### src/rtl/uart_pkg.sv
// Shared types and defaults for the UART transmit path.
package uart_pkg;
    typedef enum logic [2:0] {
        IDLE   = 3'd0,
        LOAD   = 3'd1,
        START  = 3'd2,
        DATA   = 3'd3,
        PARITY = 3'd4,
        STOP   = 3'd5
    } tx_state_e;

    localparam int DEF_DATA_BITS     = 8;
    localparam int DEF_TICKS_PER_BIT = 16;
endpackage

### src/rtl/uart_rr_arbiter.sv
// Combinational round-robin picker: first valid requester at or after rr_ptr.
module uart_rr_arbiter #(
    parameter int N_REQ = 4
) (
    input  logic [N_REQ-1:0]         req_valid,
    input  logic [$clog2(N_REQ)-1:0] rr_ptr,
    output logic [N_REQ-1:0]         grant,
    output logic [$clog2(N_REQ)-1:0] grant_idx,
    output logic                     grant_any
);
    localparam int IW = $clog2(N_REQ);

    always_comb begin
        int idx;
        idx       = 0;
        grant     = '0;
        grant_idx = '0;
        grant_any = 1'b0;
        for (int k = 0; k < N_REQ; k++) begin
            idx = int'(rr_ptr) + k;
            if (idx >= N_REQ) idx = idx - N_REQ;
            if (!grant_any && req_valid[idx]) begin
                grant[idx] = 1'b1;
                grant_idx  = IW'(idx);
                grant_any  = 1'b1;
            end
        end
    end
endmodule

### src/rtl/uart_tx_arb.sv
// Shared UART transmitter: round-robin accept from N_REQ byte sources, then
// serialize start/data/[parity]/stop paced by the oversampling baud_tick.
module uart_tx_arb
    import uart_pkg::*;
#(
    parameter int N_REQ         = 4,
    parameter int DATA_BITS     = DEF_DATA_BITS,
    parameter int TICKS_PER_BIT = DEF_TICKS_PER_BIT,
    parameter int PARITY_EN     = 0,
    parameter int PARITY_ODD    = 0,
    parameter int STOP_BITS     = 1
) (
    input  logic                       clk,
    input  logic                       rst_n,
    input  logic                       baud_tick,
    input  logic [N_REQ-1:0]           req_valid,
    input  logic [N_REQ*DATA_BITS-1:0] req_data,
    output logic [N_REQ-1:0]           req_ready,
    output logic                       tx,
    output logic                       busy,
    output logic [$clog2(N_REQ)-1:0]   grant_id
);
    localparam int IW = $clog2(N_REQ);
    localparam int TW = $clog2(TICKS_PER_BIT);
    localparam int BW = $clog2(DATA_BITS+1);

    tx_state_e              state, state_nxt;
    logic [DATA_BITS-1:0]   shift_reg, win_data;
    logic                   par_bit;
    logic [TW-1:0]          tick_cnt;
    logic [BW-1:0]          bit_cnt;
    logic [IW-1:0]          rr_ptr, win_idx;
    logic [N_REQ-1:0]       win_grant;
    logic                   win_any, bit_end, last_data, last_stop;

    uart_rr_arbiter #(.N_REQ(N_REQ)) u_arb (
        .req_valid (req_valid),
        .rr_ptr    (rr_ptr),
        .grant     (win_grant),
        .grant_idx (win_idx),
        .grant_any (win_any)
    );

    assign win_data  = req_data[win_idx*DATA_BITS +: DATA_BITS];
    assign bit_end   = baud_tick && (tick_cnt == TW'(TICKS_PER_BIT-1));
    assign last_data = (bit_cnt == BW'(DATA_BITS-1));
    assign last_stop = (bit_cnt == BW'(STOP_BITS-1));
    assign busy      = (state != IDLE);
    // Ready is held off during reset so no handshake completes into a flushed block.
    assign req_ready = (state == IDLE && rst_n) ? win_grant : '0;

    always_ff @(posedge clk) begin
        if (!rst_n) state <= IDLE;
        else        state <= state_nxt;
    end

    always_comb begin
        state_nxt = state;
        case (state)
            IDLE:    if (win_any)               state_nxt = LOAD;
            LOAD:    if (baud_tick)             state_nxt = START;
            START:   if (bit_end)               state_nxt = DATA;
            DATA:    if (bit_end && last_data)  state_nxt = (PARITY_EN != 0) ? PARITY : STOP;
            PARITY:  if (bit_end)               state_nxt = STOP;
            STOP:    if (bit_end && last_stop)  state_nxt = IDLE;
            default:                            state_nxt = IDLE;
        endcase
    end

    always_ff @(posedge clk) begin
        if (!rst_n) begin
            tx        <= 1'b1;
            shift_reg <= '0;
            par_bit   <= 1'b0;
            tick_cnt  <= '0;
            bit_cnt   <= '0;
            grant_id  <= '0;
            rr_ptr    <= '0;
        end else begin
            if (state inside {START, DATA, PARITY, STOP} && baud_tick)
                tick_cnt <= bit_end ? '0 : tick_cnt + 1'b1;
            case (state)
                IDLE: if (win_any) begin
                    shift_reg <= win_data;
                    par_bit   <= (^win_data) ^ (PARITY_ODD != 0);
                    grant_id  <= win_idx;
                    rr_ptr    <= (win_idx == IW'(N_REQ-1)) ? '0 : win_idx + 1'b1;
                end
                LOAD:  if (baud_tick) tx <= 1'b0;
                START: if (bit_end)   tx <= shift_reg[0];
                DATA: if (bit_end) begin
                    shift_reg <= shift_reg >> 1;
                    if (last_data) begin
                        bit_cnt <= '0;
                        tx      <= (PARITY_EN != 0) ? par_bit : 1'b1;
                    end else begin
                        bit_cnt <= bit_cnt + 1'b1;
                        tx      <= shift_reg[1];
                    end
                end
                PARITY: if (bit_end) tx <= 1'b1;
                STOP:   if (bit_end) bit_cnt <= last_stop ? '0 : bit_cnt + 1'b1;
                default: ;
            endcase
        end
    end
endmodule

### config.mk
export PLATFORM = sky130hd
export DESIGN_NAME = uart_tx_arb
export DESIGN_NICKNAME = d
export VERILOG_FILES = /design/src/rtl/uart_pkg.sv /design/src/rtl/uart_rr_arbiter.sv /design/src/rtl/uart_tx_arb.sv
export SDC_FILE = /design/constraint.sdc
export NUM_CORES = 1
export LEC_CHECK = 0
export CAP_MARGIN = 40
export CELL_PAD_IN_SITES_DETAIL_PLACEMENT = 0
export CELL_PAD_IN_SITES_GLOBAL_PLACEMENT = 1
export CORE_ASPECT_RATIO = 0.75
export CORE_MARGIN = 8
export CORE_UTILIZATION = 47
export CTS_BUF_LIST = sky130_fd_sc_hd__clkbuf_16
export CTS_CLUSTER_SIZE = 10
export DETAILED_ROUTE_END_ITERATION = 8
export DONT_BUFFER_PORTS = 1
export PLACE_DENSITY_LB_ADDON = 0.1
export SKIP_CTS_REPAIR_TIMING = 1
export SLEW_MARGIN = 40
export SYNTH_ARGS = -nofsm -noshare
export SYNTH_HDL_FRONTEND = slang
export SYNTH_SLANG_ARGS = --single-unit
### constraint.sdc
create_clock -name clk -period 3.7 [get_ports clk]
set_input_delay 0.37 -clock clk [delete_from_list [all_inputs] [get_ports clk]]
set_output_delay 0.37 -clock clk [all_outputs]
set_load 0.05 [all_outputs]
* Yosys cells after proc, flatten, opt, wreduce, memory -nomap -nowiden
Index checks and enable logic that the tools add are counted.
Word-level totals: output and inout bits 8, input port bits 39, logic and storage cells 136, register bits 24
Cells by class: add/subtract/negate cells 10, reductions and logical operators 27, multiplexer cells 60, equality and inequality tests 16, bitwise operators 3, shift-type cells 1, order comparisons 12
Operator list (count):
- 32-bit by 1-bit greater-or-equal comparator with 1-bit output, second input constant | 4
- 32-bit by 4-bit less-than comparator with 1-bit output, second input constant | 4
- 32-bit two-way mux | 4
- 32-bit by 4-bit greater-or-equal comparator with 1-bit output, second input constant | 3
- 32-bit by 4-bit subtractor with 32-bit output, second input constant | 3
- 4-bit two-way mux | 10
- 32-bit by 6-bit indexed part select with 8-bit output | 1
- 1-bit two-way mux | 21
- 3-bit two-way mux | 6
- 3-bit case mux with 6 select lines | 1
- 8-bit two-way mux | 2
- 8-bit case mux with 2 select lines | 1
- 2-bit != test, second input constant | 7
- 1-bit logical AND | 12
- 4-bit bitwise OR | 3
- 2-bit two-way mux | 5
- 4-bit by 1-bit adder with 4-bit output, second input constant | 2
- 1-bit binary-select mux with 2-bit select | 4
- 1-bit demux with 2-bit select | 4
- 4-bit case mux with 2 select lines | 1
- 4-bit nonzero test | 2
- 2-bit by 2-bit adder with 3-bit output, second input constant | 2
- 3-bit by 2-bit equality test with 1-bit output, second input constant | 2
- 3-bit equality test, second input constant | 2
- 19 further kinds | 23

* Depth between registers and ports, before layout
depth in word-level cells 18, mapped depth 14, gate-level depth less buffers 9

* By module
A second synthesis with hierarchy kept.
Second synthesis, totals: cells, all modules 214, area total of the unflattened synthesis 2034.5 um^2
By module, submodules not included:
- uart_tx_arb | cells an instance 166, area an instance 1574.0 um^2, times used 1
- uart_rr_arbiter | cells an instance 48, area an instance 460.4 um^2, times used 1

* Least setup slack after synthesis
OpenSTA, ideal clock, no wires.
path type flip-flop to output port, start register rr_ptr[0], end output port req_ready[0], path slack -0.070 ns, data required time 3.330 ns, arrival time 3.400 ns, stages on the path, launching flop included 14, cells stage by stage dfxtp_1 -> buf_6 -> inv_1 -> clkbuf_1 -> clkbuf_1 -> ha_1 -> buf_2 -> mux4_2 -> nor2b_1 -> buf_2 -> a22oi_1 -> nor2_1 -> a221oi_1 -> nor2_1
On the way: longest elaborated chain between the ends 16, elaborated cells between the ends (all ways) 64, those cells by class add/sub: 7; order compare: 12; mux: 32; bitwise: 3; reduce/logical: 10
RTL lines:
- start: declaration | line uart_tx_arb.sv:32 | logic [IW-1:0] rr_ptr, win_idx;
- start signal: assignment | line uart_tx_arb.sv:87 | rr_ptr <= (win_idx == IW'(N_REQ-1)) ? '0 : win_idx + 1'b1;
- branches (longest 14 deep; another with 32-bit by 4-bit subtractor with 32-bit output)
- 4-bit two-way mux (*) | line uart_rr_arbiter.sv:22 | if (!grant_any && req_valid[idx]) begin
- 4-bit two-way mux (*) | line uart_tx_arb.sv:50 | assign req_ready = (state == IDLE && rst_n) ? win_grant : '0;
- end: declaration | line uart_tx_arb.sv:18 | output logic [N_REQ-1:0] req_ready,
Every way passes the cells marked *. The select of a mux whose other input is x is not followed.

* Worst setup path in the final report
start register rr_ptr[1], end output port req_ready[3]
Same word-level chain as after synthesis.

==> metrics.md <==
| Metric | Value |
|---|---|
| CTS tree | yes |
| TNS Setup | 0 ns |
| Crit Path Category | register to output pin |
| Ratio of final minimum period to clock period | 0.909 |
| Gr ovfl total | 0 |
| Synth warnings | 0 |
| Clock buffer depth | 2 |
| Final #Nets | 373 |
| DRT iter0 DRCs | 209 |
| Top-area cell type share of the netlist area | 0.188 |
| Fin crit period | around 3.4 ns |
| Full die area | 0.00808 mm^2 |
| Post-synthesis sequential area ratio | 0.188 |
| Synth Cell Area | ~0.0026 mm^2 |
| Status | complete, no violations |
| Die span in x | ~100 um |
| Pwr/cell area | ~770 mW/mm^2 |
| Initial Util | 0.483 |
| CP max FO | 12 |
| Share of flip-flops with an asynchronous set or reset | 0 |
| First-pass GRT wire length | approximately 11000 um |
| Mapped Cells | 331 |
| Pre-antenna DRT Iters | 7 |
| Worst Tran Pin Value | around 0.64 ns |
| # diodes | 0 |
| CP peak stage delay | 0.65 ns |
| Yosys top cell by area | dfxtp_1 |
| Synth Flop Type | dfxtp_1 |
| Post-route design area | around 0.0028 mm^2 |
| CTS buffer count | 3 |
| Share of layout cells above drive strength 1 | 0.121 |
| Hold_ws | 0.215 ns |
| Crit path launch type | register |
| DRT antenna net count | 0 |
| Layout Utilization | 0.521 |
| Static Leak | 0.983 nW |
| #FFs+latches synth | 24 |
| Num ports | 47 |
| Placed Area | 0.00268 mm^2 |
| Buf/Inv on CP | 3 |
| Max_cap viols | 0 |
| Worst-path cell chain | inv_1 > ha_1 > mux4_2 > nor2b_2 > buf_4 > a22oi_1 > nor2_1 > a221oi_1 > nor2_2 > buf_12 |
| Crit path max-delay family | multiplexers |
| Number of flip-flops in the largest register | 8 |
| Clk root buf | clkbuf_16 |
| Vias/cell | 6.24 |
| Vias in the first global route | ~2.2k |
| Top post-synthesis cells by area | dfxtp_1 19%, mux2i_1 5.9%, ha_1 5.4% |
| Largest net degree at the start of global routing | 39 |
| Final number of max-transition violations | 0 |
| Top post-synthesis cells by count | 27 x nand2_1, 26 x nor2_1, 24 x dfxtp_1 |
| Final setup fails | 0 |
| DP HPWL | slightly above 5000 um |
| Tot Pwr | 0.00212 W |
| EDFF count, synth | 0 |
| VDD IR-drop max | 0.281 mV |
| CP endpoint kind | output pin |
| WP data arrival | about 3 ns |
| Core Area | around 0.0053 mm^2 |
| H-Tree Depth | 1 |
| DR vias | 2471 |
| Clk Latency, worst-skew pair | 0.26 ns |
| GRT Total Usage | 0.171 |
| Clock Skew | around 0.0024 ns |
| Port Buffer Count | 0 |
| Antenna violations before repair | 0 |
| Hold Crit Class | input port to register |
| Height of the die | 79.9 um |
| Final Hold Viols | 0 |
| Clk sinks | 24 |
| Final wirelength | 6860 um |
| Placement Rows | 23 |
| Syn_area_per_cell | 7.73 um^2 |
| Count leader, synth | nand2_1 |
| Area Growth Syn to Fin | 7.88% |
| Worst Path Required | between 3 and 4 ns |
| Final Wtd Congestion | 0.787 |
| Slew headroom | 0.569 |
| CP max-delay cell | mux4_2 |
| CTS clk-pin slew, worst paths | 0.06 ns |
| Syn_nets | roughly 380 |
| Unrepaired setup endpoints after global routing | no |
| Fmax | between 200 and 300 MHz |
| Netlist cell types | 58 |
| Wire per inst | 17.3 um |
| # DRC | 0 |
[placed cells by master (no fill, tap or decap), types with 3 or more instances in the layout]
master     synthesis  layout
nand2_1           27      27
nand3_1            8       8
a22oi_1            7       7
nand4_1            3       3
buf_4              0       7
buf_12             0       4
nor4b_1            7       7
o21ai_0           20      20
mux2i_1           15      15
and3b_1            4       4
nor3b_1            5       5
nor2_1            26      22
mux2_2             8       8
a222oi_1           7       7
ha_1              11      11
a21oi_1           22      22
nor2b_1           17      16
clkbuf_16          0       3
inv_1             11      11
nand2b_1          10      10
nor3_1             7       7
mux4_2             3       3
nor2_2             0       4
a221oi_1          11      11
dfxtp_1           24      24
o2111ai_1          7       7
a31oi_1            8       8
[routing by layer]
metal  global-route usage  vias up  wire length (um)
li1                     -     1241                 -
met4               0.0267        0                36
met3               0.0592        4               665
met1                0.226     1145              3230
met5                    0        -                 0
met2                0.263       81              2930
[worst register-to-register path: stages, from the launching register on]
cell     delay [ns]
dfxtp_1        0.44
inv_1          0.14
ha_1           0.52
mux2i_1        0.46
o211a_1        0.43
or3_4          0.21
nand2_1        0.09
ha_1           0.19
or3_1          0.37
a21oi_1        0.16
[final cells by class]
type / count / area, um^2
inverters: 11 / 41.3
multi-input cells: 272 / 1940
flip-flops and latches: 24 / 480
well taps: 75 / 93.8
clock buffers: 3 / 75.1
fillers: 542 / 2540
repair buffers: 11 / 133
[stage by stage]
stage	worst slack [ns]	std cells
after floorplan	0.152	331
after global placement	0.724	393
after detailed placement	0.653	393
after CTS	0.344	396
after global routing	0.152	396
final	0.336	396
[kinds of logic (layout without fill, tap and decap cells)]
kind of cell / count (synthesis) / in the layout / synth area share
AO/OA/AOI/OAI: 105 / 105 / 0.290
adder cells (fa/ha/maj): 11 / 11 / 0.0538
AND/OR/NAND/NOR: 126 / 126 / 0.274
XOR/XNOR: 4 / 4 / 0.0137
buffers and inverters: 35 / 25 / 0.0602
flip-flops: 24 / 24 / 0.188
multiplexers: 26 / 26 / 0.120
[power by group]
part / switching [W] / leakage, nW / internal (W)
combinational: 0.000824 / 0.749 / 0.000598
clock: 0.0000883 / 0.0370 / 0.000143
sequential: 0.000132 / 0.197 / 0.000332
[final timing paths]
kind,from,endpoint,slack [ns],cells past startpoint
max reg2reg,rr_ptr[1],rr_ptr[0],0.63,9
min reg2reg,tick_cnt[1],tick_cnt[1],0.49,2
max,rr_ptr[1],req_ready[3],0.34,10
min,rst_n,tx,0.22,1
Power figures use the tool's default switching activity.
